==> src/rtl/mips_pkg.sv <==
// Shared branch-unit encodings: branch op codes, comparator codes, PC step and
// the resolved-result record carried through the output and skid registers.
package mips_pkg;

  typedef enum logic [2:0] {
    BR_NONE = 3'b000,
    BR_BEQ  = 3'b001,
    BR_BNE  = 3'b010,
    BR_BLEZ = 3'b011,
    BR_BGTZ = 3'b100,
    BR_BLTZ = 3'b101,
    BR_BGEZ = 3'b110,
    BR_RSVD = 3'b111
  } br_op_e;

  typedef enum logic [1:0] {
    CMP_EQ  = 2'b00,
    CMP_LT  = 2'b01,
    CMP_GT  = 2'b10,
    CMP_ILL = 2'b11
  } cmp_res_e;

  localparam logic [31:0] PC_STEP = 32'd4;

  typedef struct packed {
    logic        taken;
    logic [31:0] target;
    logic        op_nz;
  } br_res_t;

  // Word offset to byte offset: sign-extend, then shift left by two.
  function automatic logic [31:0] branch_offset(input logic [15:0] imm);
    return {{14{imm[15]}}, imm, 2'b00};
  endfunction

endpackage

==> src/rtl/br_eval.sv <==
// Combinational branch evaluator: direction, target address and illegal-input
// detection for one branch request.
module br_eval
  import mips_pkg::*;
(
  input  logic [2:0]  br_op_i,
  input  logic [1:0]  cmp_res_i,
  input  logic        rs_sign_i,
  input  logic        rs_zero_i,
  input  logic [31:0] pc_i,
  input  logic [15:0] imm_i,
  output logic        taken_o,
  output logic [31:0] target_o,
  output logic        illegal_o
);

  br_op_e   op_s;
  cmp_res_e cmp_s;
  logic     dir_s;
  logic     illegal_s;

  assign op_s  = br_op_e'(br_op_i);
  assign cmp_s = cmp_res_e'(cmp_res_i);

  // Raw direction per op, plus illegal combinations.
  always_comb begin
    dir_s     = 1'b0;
    illegal_s = 1'b0;
    case (op_s)
      BR_BEQ: begin
        dir_s     = (cmp_s == CMP_EQ);
        illegal_s = (cmp_s == CMP_ILL);
      end
      BR_BNE: begin
        dir_s     = (cmp_s == CMP_LT) || (cmp_s == CMP_GT);
        illegal_s = (cmp_s == CMP_ILL);
      end
      BR_BLEZ: dir_s = rs_sign_i | rs_zero_i;
      BR_BGTZ: dir_s = ~rs_sign_i & ~rs_zero_i;
      BR_BLTZ: dir_s = rs_sign_i;
      BR_BGEZ: dir_s = ~rs_sign_i;
      BR_RSVD: illegal_s = 1'b1;
      default: dir_s = 1'b0;
    endcase
  end

  assign taken_o   = dir_s & ~illegal_s;
  assign illegal_o = illegal_s;
  assign target_o  = pc_i + PC_STEP + branch_offset(imm_i);

endmodule

==> src/rtl/br_resolve.sv <==
// Branch resolution stage: evaluates one request per cycle into an output
// register backed by a 1-entry skid, with sticky error and saturating stats.
module br_resolve
  import mips_pkg::*;
#(
  parameter int CNT_W = 16
) (
  input  logic             clk,
  input  logic             rst,
  input  logic             in_valid,
  output logic             in_ready,
  input  logic [2:0]       br_op,
  input  logic [1:0]       cmp_res,
  input  logic             rs_sign,
  input  logic             rs_zero,
  input  logic [31:0]      pc,
  input  logic [15:0]      imm,
  output logic             out_valid,
  input  logic             out_ready,
  output logic             taken,
  output logic [31:0]      target,
  output logic             flush,
  output logic             err,
  output logic [CNT_W-1:0] br_cnt,
  output logic [CNT_W-1:0] taken_cnt
);

  localparam logic [CNT_W-1:0] CNT_MAX = {CNT_W{1'b1}};
  localparam logic [CNT_W-1:0] CNT_ONE = {{(CNT_W-1){1'b0}}, 1'b1};

  logic        eval_taken_s;
  logic [31:0] eval_target_s;
  logic        eval_illegal_s;
  br_res_t     in_res_s;

  br_res_t          out_q, out_d, skid_q, skid_d;
  logic             out_valid_q, out_valid_d;
  logic             skid_full_q, skid_full_d;
  logic             err_q, err_d;
  logic [CNT_W-1:0] br_cnt_q, br_cnt_d;
  logic [CNT_W-1:0] taken_cnt_q, taken_cnt_d;

  logic accept_s, out_fire_s, out_free_s;

  br_eval u_br_eval (
    .br_op_i   (br_op),
    .cmp_res_i (cmp_res),
    .rs_sign_i (rs_sign),
    .rs_zero_i (rs_zero),
    .pc_i      (pc),
    .imm_i     (imm),
    .taken_o   (eval_taken_s),
    .target_o  (eval_target_s),
    .illegal_o (eval_illegal_s)
  );

  assign in_res_s   = {eval_taken_s, eval_target_s, (br_op != BR_NONE)};
  assign in_ready   = ~skid_full_q;
  assign accept_s   = in_valid & ~skid_full_q;
  assign out_fire_s = out_valid_q & out_ready;
  assign out_free_s = ~out_valid_q | out_ready;

  // Output/skid steering; a full skid always refills the output before new input.
  always_comb begin
    out_d       = out_q;
    out_valid_d = out_valid_q;
    skid_d      = skid_q;
    skid_full_d = skid_full_q;
    if (out_free_s) begin
      if (skid_full_q) begin
        out_d       = skid_q;
        out_valid_d = 1'b1;
        skid_full_d = 1'b0;
      end else if (accept_s) begin
        out_d       = in_res_s;
        out_valid_d = 1'b1;
      end else begin
        out_valid_d = 1'b0;
      end
    end else begin
      if (accept_s) begin
        skid_d      = in_res_s;
        skid_full_d = 1'b1;
      end else begin
        skid_d      = skid_q;
      end
    end
  end

  // Sticky error and saturating statistics counters.
  always_comb begin
    err_d       = err_q | (accept_s & eval_illegal_s);
    br_cnt_d    = br_cnt_q;
    taken_cnt_d = taken_cnt_q;
    if (out_fire_s && out_q.op_nz && (br_cnt_q != CNT_MAX)) begin
      br_cnt_d = br_cnt_q + CNT_ONE;
    end else begin
      br_cnt_d = br_cnt_q;
    end
    if (out_fire_s && out_q.taken && (taken_cnt_q != CNT_MAX)) begin
      taken_cnt_d = taken_cnt_q + CNT_ONE;
    end else begin
      taken_cnt_d = taken_cnt_q;
    end
  end

  // State registers with synchronous reset.
  always_ff @(posedge clk) begin
    if (rst) begin
      out_q       <= '0;
      out_valid_q <= 1'b0;
      skid_q      <= '0;
      skid_full_q <= 1'b0;
      err_q       <= 1'b0;
      br_cnt_q    <= '0;
      taken_cnt_q <= '0;
    end else begin
      out_q       <= out_d;
      out_valid_q <= out_valid_d;
      skid_q      <= skid_d;
      skid_full_q <= skid_full_d;
      err_q       <= err_d;
      br_cnt_q    <= br_cnt_d;
      taken_cnt_q <= taken_cnt_d;
    end
  end

  assign out_valid = out_valid_q;
  assign taken     = out_q.taken;
  assign target    = out_q.target;
  assign err       = err_q;
  assign br_cnt    = br_cnt_q;
  assign taken_cnt = taken_cnt_q;
  // Gated by rst so a reset during a stall cannot emit a flush.
  assign flush     = out_valid_q & out_ready & out_q.taken & ~rst;

endmodule

==> config.mk <==
export PLATFORM = sky130hd
export DESIGN_NAME = br_resolve
export DESIGN_NICKNAME = d
export VERILOG_FILES = /design/src/rtl/mips_pkg.sv /design/src/rtl/br_eval.sv /design/src/rtl/br_resolve.sv
export SDC_FILE = /design/constraint.sdc
export NUM_CORES = 1
export LEC_CHECK = 0
export ABC_AREA = 1
export CAP_MARGIN = 0
export CORE_MARGIN = 5
export CORE_UTILIZATION = 35
export CTS_BUF_LIST = sky130_fd_sc_hd__clkbuf_8
export DETAILED_ROUTE_END_ITERATION = 8
export DONT_BUFFER_PORTS = 1
export GPL_TIMING_DRIVEN = 0
export PLACE_DENSITY_LB_ADDON = 0.15
export SETUP_SLACK_MARGIN = 0.15
export SLEW_MARGIN = 0
export SYNTH_ARGS = -nofsm -noshare
export SYNTH_HDL_FRONTEND = slang
export SYNTH_SLANG_ARGS = --single-unit
==> constraint.sdc <==
create_clock -name clk -period 2.15 [get_ports clk]
set_input_delay 0.215 -clock clk [delete_from_list [all_inputs] [get_ports clk]]
set_output_delay 0.215 -clock clk [all_outputs]
set_load 0.02 [all_outputs]
==> flow_results.org <==
** Die
- The core region is 20800 µm².
- The floorplan step defined a die boundary enclosing 23900 µm².
- Floorplan die width :: 155 µm
- Measured along the y axis, the die boundary spans 155 µm.
- Starting utilization of the core area :: 35.2%
- Number of top-level pins :: approximately 130
- Total number of placement rows :: 53

** Logic synthesis
- In this run, distinct cell masters in the synthesized netlist total 37.
- After synthesis, the share of flip-flops with an asynchronous set or reset is 0%.
- Synthesis produced a netlist with a net count of 1272.
- Top-count cell post-synth :: sky130_fd_sc_hd__nand2_1
- Number of register bits inferred by synthesis :: 103
- Most common flop cell mapped by yosys :: sky130_fd_sc_hd__dfxtp_1
- Area contributors post-synth :: sky130_fd_sc_hd__dfxtp_1 28%, sky130_fd_sc_hd__nand2_1 15%, sky130_fd_sc_hd__ha_1 10%, sky130_fd_sc_hd__inv_1 9.0%, sky130_fd_sc_hd__a21oi_1 6.9%
- Post-Syn Area :: ~7300 µm²
- sky130_fd_sc_hd__dfxtp_1 takes more of the synthesized area than any other cell.
- Commonest cells in the netlist :: 300 x sky130_fd_sc_hd__nand2_1, 176 x sky130_fd_sc_hd__inv_1, 111 x sky130_fd_sc_hd__nor2_1
- Share of Yosys cell area claimed by the top area cell type :: 28.2%
- For this run, the register share of the synthesized area comes to 28.2%.
- The Yosys step of the flow raised 0 warnings.
- Mapped Cells :: between 1000 and 1500
- Each instance of the synthesized netlist takes up on average 6.36 µm².
- Number of synthesized flops with an enable pin :: 0

** Finish
- The post-route netlist has 8.45% of its cells at a drive strength greater than 1.
- After filler insertion, the fill cell instance count of the layout stands at approximately 2300.
- Summing all multi-input logic gate instances after layout gives 4250 µm².
- Final cell utilization of the core :: 38.2%
- N_diodes :: 0
- Synth-to-Final Area Change :: 8.63%
- The sequential cells in the finished layout cover a total of 2070 µm².
- Net count of the finished layout :: 1288

** STA
- The number of hold violations in the final report came to 0.
- At the pin with the least slew margin, the transition time is 685 ps.
- The worst path needs 1870 ps of the cycle, external delays included.
- Clock skew on the completed layout was measured at around 11 ps.
- The final max-slew violation count was 0.
- Part of the cycle the worst path needs :: 87.1%
- Setup repair after global routing could not meet its margin everywhere.
- The worst pin sits at a relative slew slack of 54.3%.
- Setup TNS after final layout :: 0 ps
- In the post-route analysis, the smallest setup slack over all paths is 278 ps.
- Setup violations remaining at the end of the flow were counted as 0.
- Maximum clock frequency :: 534 MHz

** Clock tree
- TritonCTS built the clock tree.
- No sink is reached through more buffers than the 2 on the longest clock path.
- Clock tree synthesis found a total of roughly 100 sinks.
- Clock latency at the later pin of the worst-skew pair :: 380 ps
- Inserted Clock Buffers :: 9
- Root buffer cell :: sky130_fd_sc_hd__clkbuf_8
- Reg clk slew, reported paths :: 100 ps
- H-tree Lvls :: 3

** Critical path
- Highest-delay cell along the critical path :: sky130_fd_sc_hd__fa_2
- The number of buffers and inverters on the critical path is 0.
- Stage delay of the slowest cell on the critical path :: 380 ps
- In this run the worst path has a maximum fanout of 4.
- STA classifies the critical path startpoint as an input pin.
- Most common cell type on the critical path :: sky130_fd_sc_hd__nand2_1
- The critical path is of the in2reg type.
- On the critical path the largest part of the delay comes from adder cells.
- At the worst endpoint, the required time is 2450 ps.
- Kind of end point of the critical path :: flip-flop
- List of cells traversed by the critical path :: ha_1 > ha_2 > fa_2 > nand3_1 > nand3_2 > nand2_1 > nand2_1 > nand2_1 > nand2_1 > xor2_2 > o21ai_1 > a21oi_1
- Data arrives at the worst endpoint at 2180 ps.

** Place
- Port-buffer cells :: 0
- Place WS :: -248 ps
- Detailed placer's ending HPWL :: 17.0 mm
- Final GP Congestion :: between 0.8 and 0.9

** Global routing
- Wire length of the first global-routing pass :: 34.7 mm
- Overall routing resource usage :: about 18%
- The via count of the first global-routing pass came to approximately 6700.
- Entering global routing, the biggest net connects 17 pins.
- The number of antenna violations at the first check in global routing was 0.
- GR Overflow Total :: 0

** Power and ir drop
- Leakage power figure :: approximately 4.0 nW
- The worst-case IR drop observed on VDD is around 0.00035 V.
- For this design the ratio of total power to cell area is 602 nW/µm².

** Route
- The detailed router placed slightly below 7000 vias in this run.
- For this block, the initial DRC count from the detailed router was about 320.
- In the routed layout, each cell is associated on average with a via count of 4.77.
- After detailed routing, the number of remaining DRC violations is 0.
- WL/cell :: 14.6 µm
- The first detailed-routing pass took 6 iterations.
- In this run the remaining antenna-violating nets after routing total 0.
- Total routed wirelength :: around 21 mm

** Job
- Max-cap violations in this run came to 0.

** Status
- Status :: finished, final reports clean

** Worst hold path
- Kind of path behind the tightest hold check :: in2reg
## worst paths after layout
path | from | to | slack, ps | cells after the start
max | pc[3] | target[19]$_SDFFE_PP0P_ | 280 | 12
min reg2reg | target[24]$_SDFFE_PP0P_ | target[24]$_SDFFE_PP0P_ | 470 | 2
min | imm[0] | skid_q[3]$_SDFFE_PP0P_ | 100 | 3
max reg2reg | br_cnt[0]$_SDFFE_PP0P_ | br_cnt[14]$_SDFFE_PP0P_ | 330 | 9
## registers in the layout (all words and copies together), names as in the netlist, 16 cells and up
name,count
br_cnt,16
skid_q,34
target,32
taken_cnt,16
## power breakdown
group	total [mW]	switching, mW	internal [mW]
sequential	2.08	0.0641	2.01
combinational	1.49	0.975	0.517
clock	1.21	0.682	0.530
total	4.78	1.72	3.06
## per-layer routing
layer  vias up  part of all wire, %  global-route usage, %
met1      3085                   46                   23.1
li1       3666                    -                      -
met2       119                   49                   31.1
met4         0                  1.5                   4.16
met3        21                  4.1                   2.97
met5         -                    0                      0
## cell families (layout without fill, tap and decap cells)
group / after synthesis / after routing / synth area share (%)
AO/OA/AOI/OAI: 190 / 190 / 13.9
XOR/XNOR: 21 / 21 / 2.51
adder cells (fa/ha/maj): 62 / 62 / 10.7
buffers and inverters: 245 / 265 / 14.4
flip-flops: 103 / 103 / 28.2
AND/OR/NAND/NOR: 530 / 530 / 30.3
## stage by stage
stage          hold WS [ps]  power, mW  cell area (µm²)  instances
5_1_grt                 111       5.12             7950       1446
3_5_place_dp            389       3.60             7680       1426
6_report                105       4.78             7950       1446
4_1_cts                85.7       4.85             7900       1445
3_3_place_gp            382       3.60             7680       1426
2_1_floorplan           376       3.22             7330       1151
## tightest hold or removal path: cells and delay by family
kind / cells / cell delay [ps]
adders and majority gates: 1 / 140
buffers and inverters: 1 / 30
AOI/OAI and AO/OA: 1 / 60
## area by class of cell
cell class	count	area share [%]
inverter	181	8.54
timing repair buffer	5	0.598
clock buffer	9	1.56
buffer	64	4.77
sequential	103	26.0
multi-input combinational	803	53.4
clock inverter	6	0.787
tap	275	4.33
## timing repair
item | in CTS | in global routing
hold endpoints to repair | 5 | 0
buffers inserted | 0 | 1
resized for setup | 1 | 21
pin swaps | 0 | 0
setup endpoints to repair | 2 | 37
hold buffers | 4 | 0
## layout by cell type, fill, tap and decap left out, drive strengths merged, types with 7 or more instances in the layout
cell	count
nand4	11
nand2	305
xor2	17
a21oi	102
ha	61
o211ai	12
inv	183
o21ai	59
dfxtp	103
clkbuf	32
nand3	77
nor2	118
nor3	11
buf	42
a31oi	7
No activity file was read; power rests on OpenSTA's default activity.
==> variant 1 (same flow settings) <==
Change the parameter `CNT_W` from 16 to 20.
--- a/src/rtl/br_resolve.sv
+++ b/src/rtl/br_resolve.sv
@@ -4,5 +4,5 @@
   import mips_pkg::*;
 #(
-  parameter int CNT_W = 16
+  parameter int CNT_W = 20
 ) (
   input  logic             clk,
Interface: changed (resized br_cnt and taken_cnt); port bits go from 128 to 136. The function was not compared with the original's and may differ.
==> variant 1 against the unedited design <==
- largest cell class unchanged
- wire length is 9.8% higher
- sequential power is 7% higher
- setup slack better by 24 ps
- final area is 12% higher
- sequential share of layout area is 0.76 points lower
- synthesized area is 9.8% higher
- worst hold slack better by 10 ps
- sequential cell count is 8 higher
- power is 4.5% higher
==> variant 1: results (changes against the unedited design) <==
run_status:
  outcome: "complete, no violations"
detailed_routing:
  drtIter0Drc: 369  # +15%
  wl_per_cell_um: 14.7  # +0.82%
  vias_per_cell: 4.82  # +1.1%
  dr.pass1.iters: 5  # -1
final_layout:
  post-route-util_pct: 39.4  # +1.2 points
  drive_above_1_share_pct: 10.8  # +2.3 points
  fin_cells: 1575  # +8.9%
placement:
  gp_congestion: 0.858  # +2.6%
  postPlaceCellArea_sq_um: 8400  # +9.4%
  hpwl_um: 18600  # +8.9%
  place_inst: 1542  # +8.1%
sta:
  skew_ps: 13.8  # +2.68 ps
  worst_pin_slew_ps: 647  # -38.1 ps
global_route:
  antenna_found_initial: 0  # unchanged
  gr-usage-all-layers_pct: 17.7  # -0.16 points
  grt_pass1_vias: 7333  # +9.7%
  grt_pass1_wl_um: 37700  # +8.7%
clock_network:
  post_cts_buffers: 11  # +11
  cts_resized: 46  # +45
  path_clk_slew_ps: 100  # about the same
  clockBufferDepth: 2  # unchanged
power_and_ir_drop:
  powerSeq_uw: 2230  # +7%
  power_leakage_uw: 0.00434  # +8.2%
  peakVddDrop_v: 0.000293  # -17%
  internal_power_uw: 3240  # +5.9%
  p_clk_uw: 1270  # +5%
yosys:
  ys_types: 35  # -5.4%
  syn_inst: 1257  # +9.2%
  syn-num-nets: 1378  # +8.3%
  yosysSeqAreaShare_pct: 27.7  # -0.52 points
  ys_top_cells_by_area: "dfxtp_1 (28%), nand2_1 (17%), ha_1 (9.5%), inv_1 (8.3%), a21oi_1 (7.2%)"
  yosys-top-cells-count: "nand2_1 (356), inv_1 (177), nor2_1 (116)"
  ys.flop_type: "dfxtp_1"
setup_path:
  arrival_ps: 2110  # -70 ps
  crit_path_top_delay_cell: "dfxtp_4"
  slowest_delay_ps: 440  # +60 ps
## variant 1: cell type report
cell class | instances | area share, %
Sequential cell | 111 | 25.3
Tap cell | 285 | 4.00
Timing Repair inverter | 1 | 0.0421
Buffer | 71 | 5.03
Clock inverter | 3 | 0.519
Clock buffer | 10 | 1.54
Inverter | 183 | 7.87
Timing Repair Buffer | 19 | 1.79
Multi-Input combinational cell | 892 | 53.9
## variant 1: path summary, 6_finish.rpt
| check | startpoint | to | slack (ps) | depth (start not counted) |
|---|---|---|---|---|
| setup / recovery | br_cnt[0]$_SDFFE_PP0P_ | br_cnt[18]$_SDFFE_PP0P_ | 300 | 11 |
| hold / removal | imm[0] | skid_q[3]$_SDFFE_PP0P_ | 120 | 3 |
| setup reg to reg | br_cnt[0]$_SDFFE_PP0P_ | br_cnt[18]$_SDFFE_PP0P_ | 300 | 11 |
| hold reg to reg | target[26]$_SDFFE_PP0P_ | target[26]$_SDFFE_PP0P_ | 470 | 2 |
## variant 1: cells by family after synthesis
kind of cell | after synthesis | share of synthesized area, %
AND/OR/NAND/NOR | 586 | 30.6
buffers and inverters | 254 | 13.9
AO/OA/AOI/OAI | 199 | 13.2
flip-flops | 111 | 27.7
adder cells (fa/ha/maj) | 62 | 9.75
XOR/XNOR | 45 | 4.90
## variant 1: tightest hold or removal path: stages
cell and delay (ps):
inv_1 30, ha_1 150, a21oi_1 70
## variant 1: stage by stage
step / hold slack [ps] / worst slack, ps
global placement: 380 / -396
detailed placement: 387 / -377
finish: 115 / 301
CTS: 87.4 / 105
global route: 110 / 113
floorplan: 376 / 188
## variant 1: metal layers
metal	global-route usage, %	up-vias	wire length [um]
li1	-	4028	-
met1	22.6	3391	10700
met2	31.0	145	11200
met3	3.65	23	1050
met4	3.45	0	261
met5	0	-	0
==> variant 2 (same settings) <==
Without the edit above. Reset style: asynchronous (`rst`), changed in one clocked block. Comments in the files are not updated.
--- a/src/rtl/br_resolve.sv
+++ b/src/rtl/br_resolve.sv
@@ -106,5 +106,5 @@
 
   // State registers with synchronous reset.
-  always_ff @(posedge clk) begin
+  always_ff @(posedge clk or posedge rst) begin
     if (rst) begin
       out_q       <= '0;
Behaviour: differs if rst is asserted again (counterexample within 4 cycles, from zero or initial values and one cycle with rst high); with rst held inactive, the same outputs for 10 cycles.
==> variant 2 against the unedited design <==
- sequential cell count unchanged
- wire length down 13%
- critical path depth grew 1
- synthesized area rose by 0.94%
- power up 35%
- setup slack improved by 1.4 ps
- synthesized cell count is 10% lower
- final area increased by 1.5%
- largest cell class unchanged
- largest power group unchanged
==> variant 2: results (changes against the unedited design) <==
detailed_routing:
  wl_um: 18400  # -13%
  dr.pass1.iters: 5  # -1
  drtIter0Drc: 237  # -26%
  vias: 6078  # -12%
clock_network:
  clockBufferDepth: 2  # unchanged
  clock_tree.root_cell: "clkbuf_8"
  path_clk_slew_ps: 110
  clk_latency_ps: 380  # about the same
  htree_levels: 3  # unchanged
  cts_made_buffers: 9  # unchanged
  post_cts_buffers: 0  # unchanged
yosys:
  yosys_warnings: 0  # unchanged
  yosys-top-cells-count: "nand2_1 (352), inv_1 (137), dfrtp_1 (103)"
  ys_types: 37  # unchanged
  ys_top_cells_by_area: "dfrtp_1 (35%), nand2_1 (18%), ha_1 (10%), inv_1 (7.0%), nor2_1 (4.8%)"
  syn_area_per_cell_sq_um: 7.16  # +13%
  yosysSeqAreaShare_pct: 34.9  # +6.7 points
  synth-async-reset-ratio_pct: 100  # +100 points
  ys.flop_type: "dfrtp_1"
global_route:
  grt_pass1_wl_um: 30200  # -13%
  grt_pass1_vias: 5957  # -11%
  gr-usage-all-layers_pct: 15.4  # -2.4 points
  antenna_found_initial: 0  # unchanged
  grt_max_degree: 35  # +18
worst_hold_path:
  hold_path.class: "input pin to register"
  min-delay-start: "br_op[1]"
power_and_ir_drop:
  peakVddDrop_v: 0.000257  # -28%
  power_leakage_uw: 0.00443  # +10%
final_layout:
  drive_above_1_share_pct: 9.76  # +1.3 points
  final_nets: 1171  # -9.1%
  nFillCells: 2261  # -3.5%
  fin_cells: 1330  # -8.0%
  largest_register: "skid_q"
  antenna_cells: 0  # unchanged
  largest_reg_flops: 34  # unchanged
sta:
  skew_ps: 9.93  # -1.16 ps
  finalSetupViolations: 0  # unchanged
  worst_pin_slew_ps: 583  # -102 ps
setup_path:
  crit_start: "pc[3]"
  timing.rr.start: "taken_cnt[0]$_DFFE_PP0P_"
  arrival_ps: 2140  # -40 ps
  critPathMaxFanout: 4  # unchanged
placement:
  portBuffers: 0  # unchanged
  pre_cts_slack_ps: -198  # +50.0 ps
  gp_congestion: 0.842  # +0.68%
  hpwl_um: 14900  # -13%
run_status:
  outcome: "complete, no violations"
==> variant 2: cell types whose count changed after synthesis, sizes merged, moves of 12 or more <==
cell	before	now
dfrtp	0	103
dfxtp	103	0
a21oi	102	29
nand2	305	360
inv	181	140
nand3	77	49
xnor2	4	28
o21ai	59	37
clkbuf	23	10
nor2	118	106
==> variant 2: cells by family after synthesis <==
| logic type | share of synthesized area [%] |
|---|---|
| xor gates and xnor gates | 5.22 |
| DFF | 34.9 |
| AOI/OAI and AO/OA | 7.01 |
| buffers and inverters | 11.7 |
| adders and majority gates | 10.6 |
| and+or+nand+nor | 30.6 |
==> variant 2: what timing repair did <==
| item | CTS | global route |
|---|---|---|
| resized for setup | 1 | 4 |
| gates cloned | 0 | 0 |
| pin swaps | 0 | 0 |
| setup endpoints to repair | 1 | 6 |
| hold endpoints to repair | 48 | 0 |
| hold buffers | 4 | 0 |
==> variant 2: metal layers <==
metal / share of wire, % / vias to the layer above / global-route usage, %
li1: - / 3220 / -
met1: 50 / 2722 / 21.9
met2: 45 / 126 / 24.9
met3: 4.2 / 10 / 2.39
met4: 0.93 / 0 / 3.63
met5: 0 / - / 0
==> variant 2: final timing paths <==
check                      cells after the start                   endpoint  slack, ps
max in group asynchronous                      4     skid_q[25]$_DFFE_PP0P_       1200
min reg2reg                                    2      skid_q[4]$_DFFE_PP0P_        480
min in group asynchronous                      2  taken_cnt[11]$_DFFE_PP0P_        250
max                                           13     target[19]$_DFFE_PP0P_        280
min                                            2      skid_q[0]$_DFFE_PP0P_         30
max reg2reg                                    9  taken_cnt[15]$_DFFE_PP0P_        300
==> variant 2: power by group <==
group	internal (uW)	switching (uW)	leakage, uW
Combinational	863	1360	0.00305
Clock	570	749	0.000109
Sequential	2400	495	0.00127
==> variant 2: cell type report <==
cell class	instances	share of cell area (%)
inverter	141	6.62
sequential	103	31.9
timing repair buffer	7	1.24
buffer	53	4.12
tap	275	4.26
multi-input combinational	735	49.2
clock buffer	9	1.53
clock inverter	7	1.09
==> variant 2: critical path, cell delays in order <==
cell and delay [ps]:
ha_1 270, ha_1 250, fa_2 390, nand3_1 100, nand3_2 110, nand2_1 80
nand2_1 120, nand2_1 90, nand2_1 80, xnor2_2 220, nand2_1 80, nand2_1 80
nand2_1 50
==> variant 2: stage by stage <==
step	power [uW]	area [sq um]	util [%]	hold slack (ps)
global placement	5130	7740	37.1	339
detailed placement	5160	7800	37.4	35.9
floorplan	4610	7400	-	332
global route	6940	8070	38.6	51.9
finish	6430	8070	38.6	34.0
CTS	6520	8060	38.6	10.7
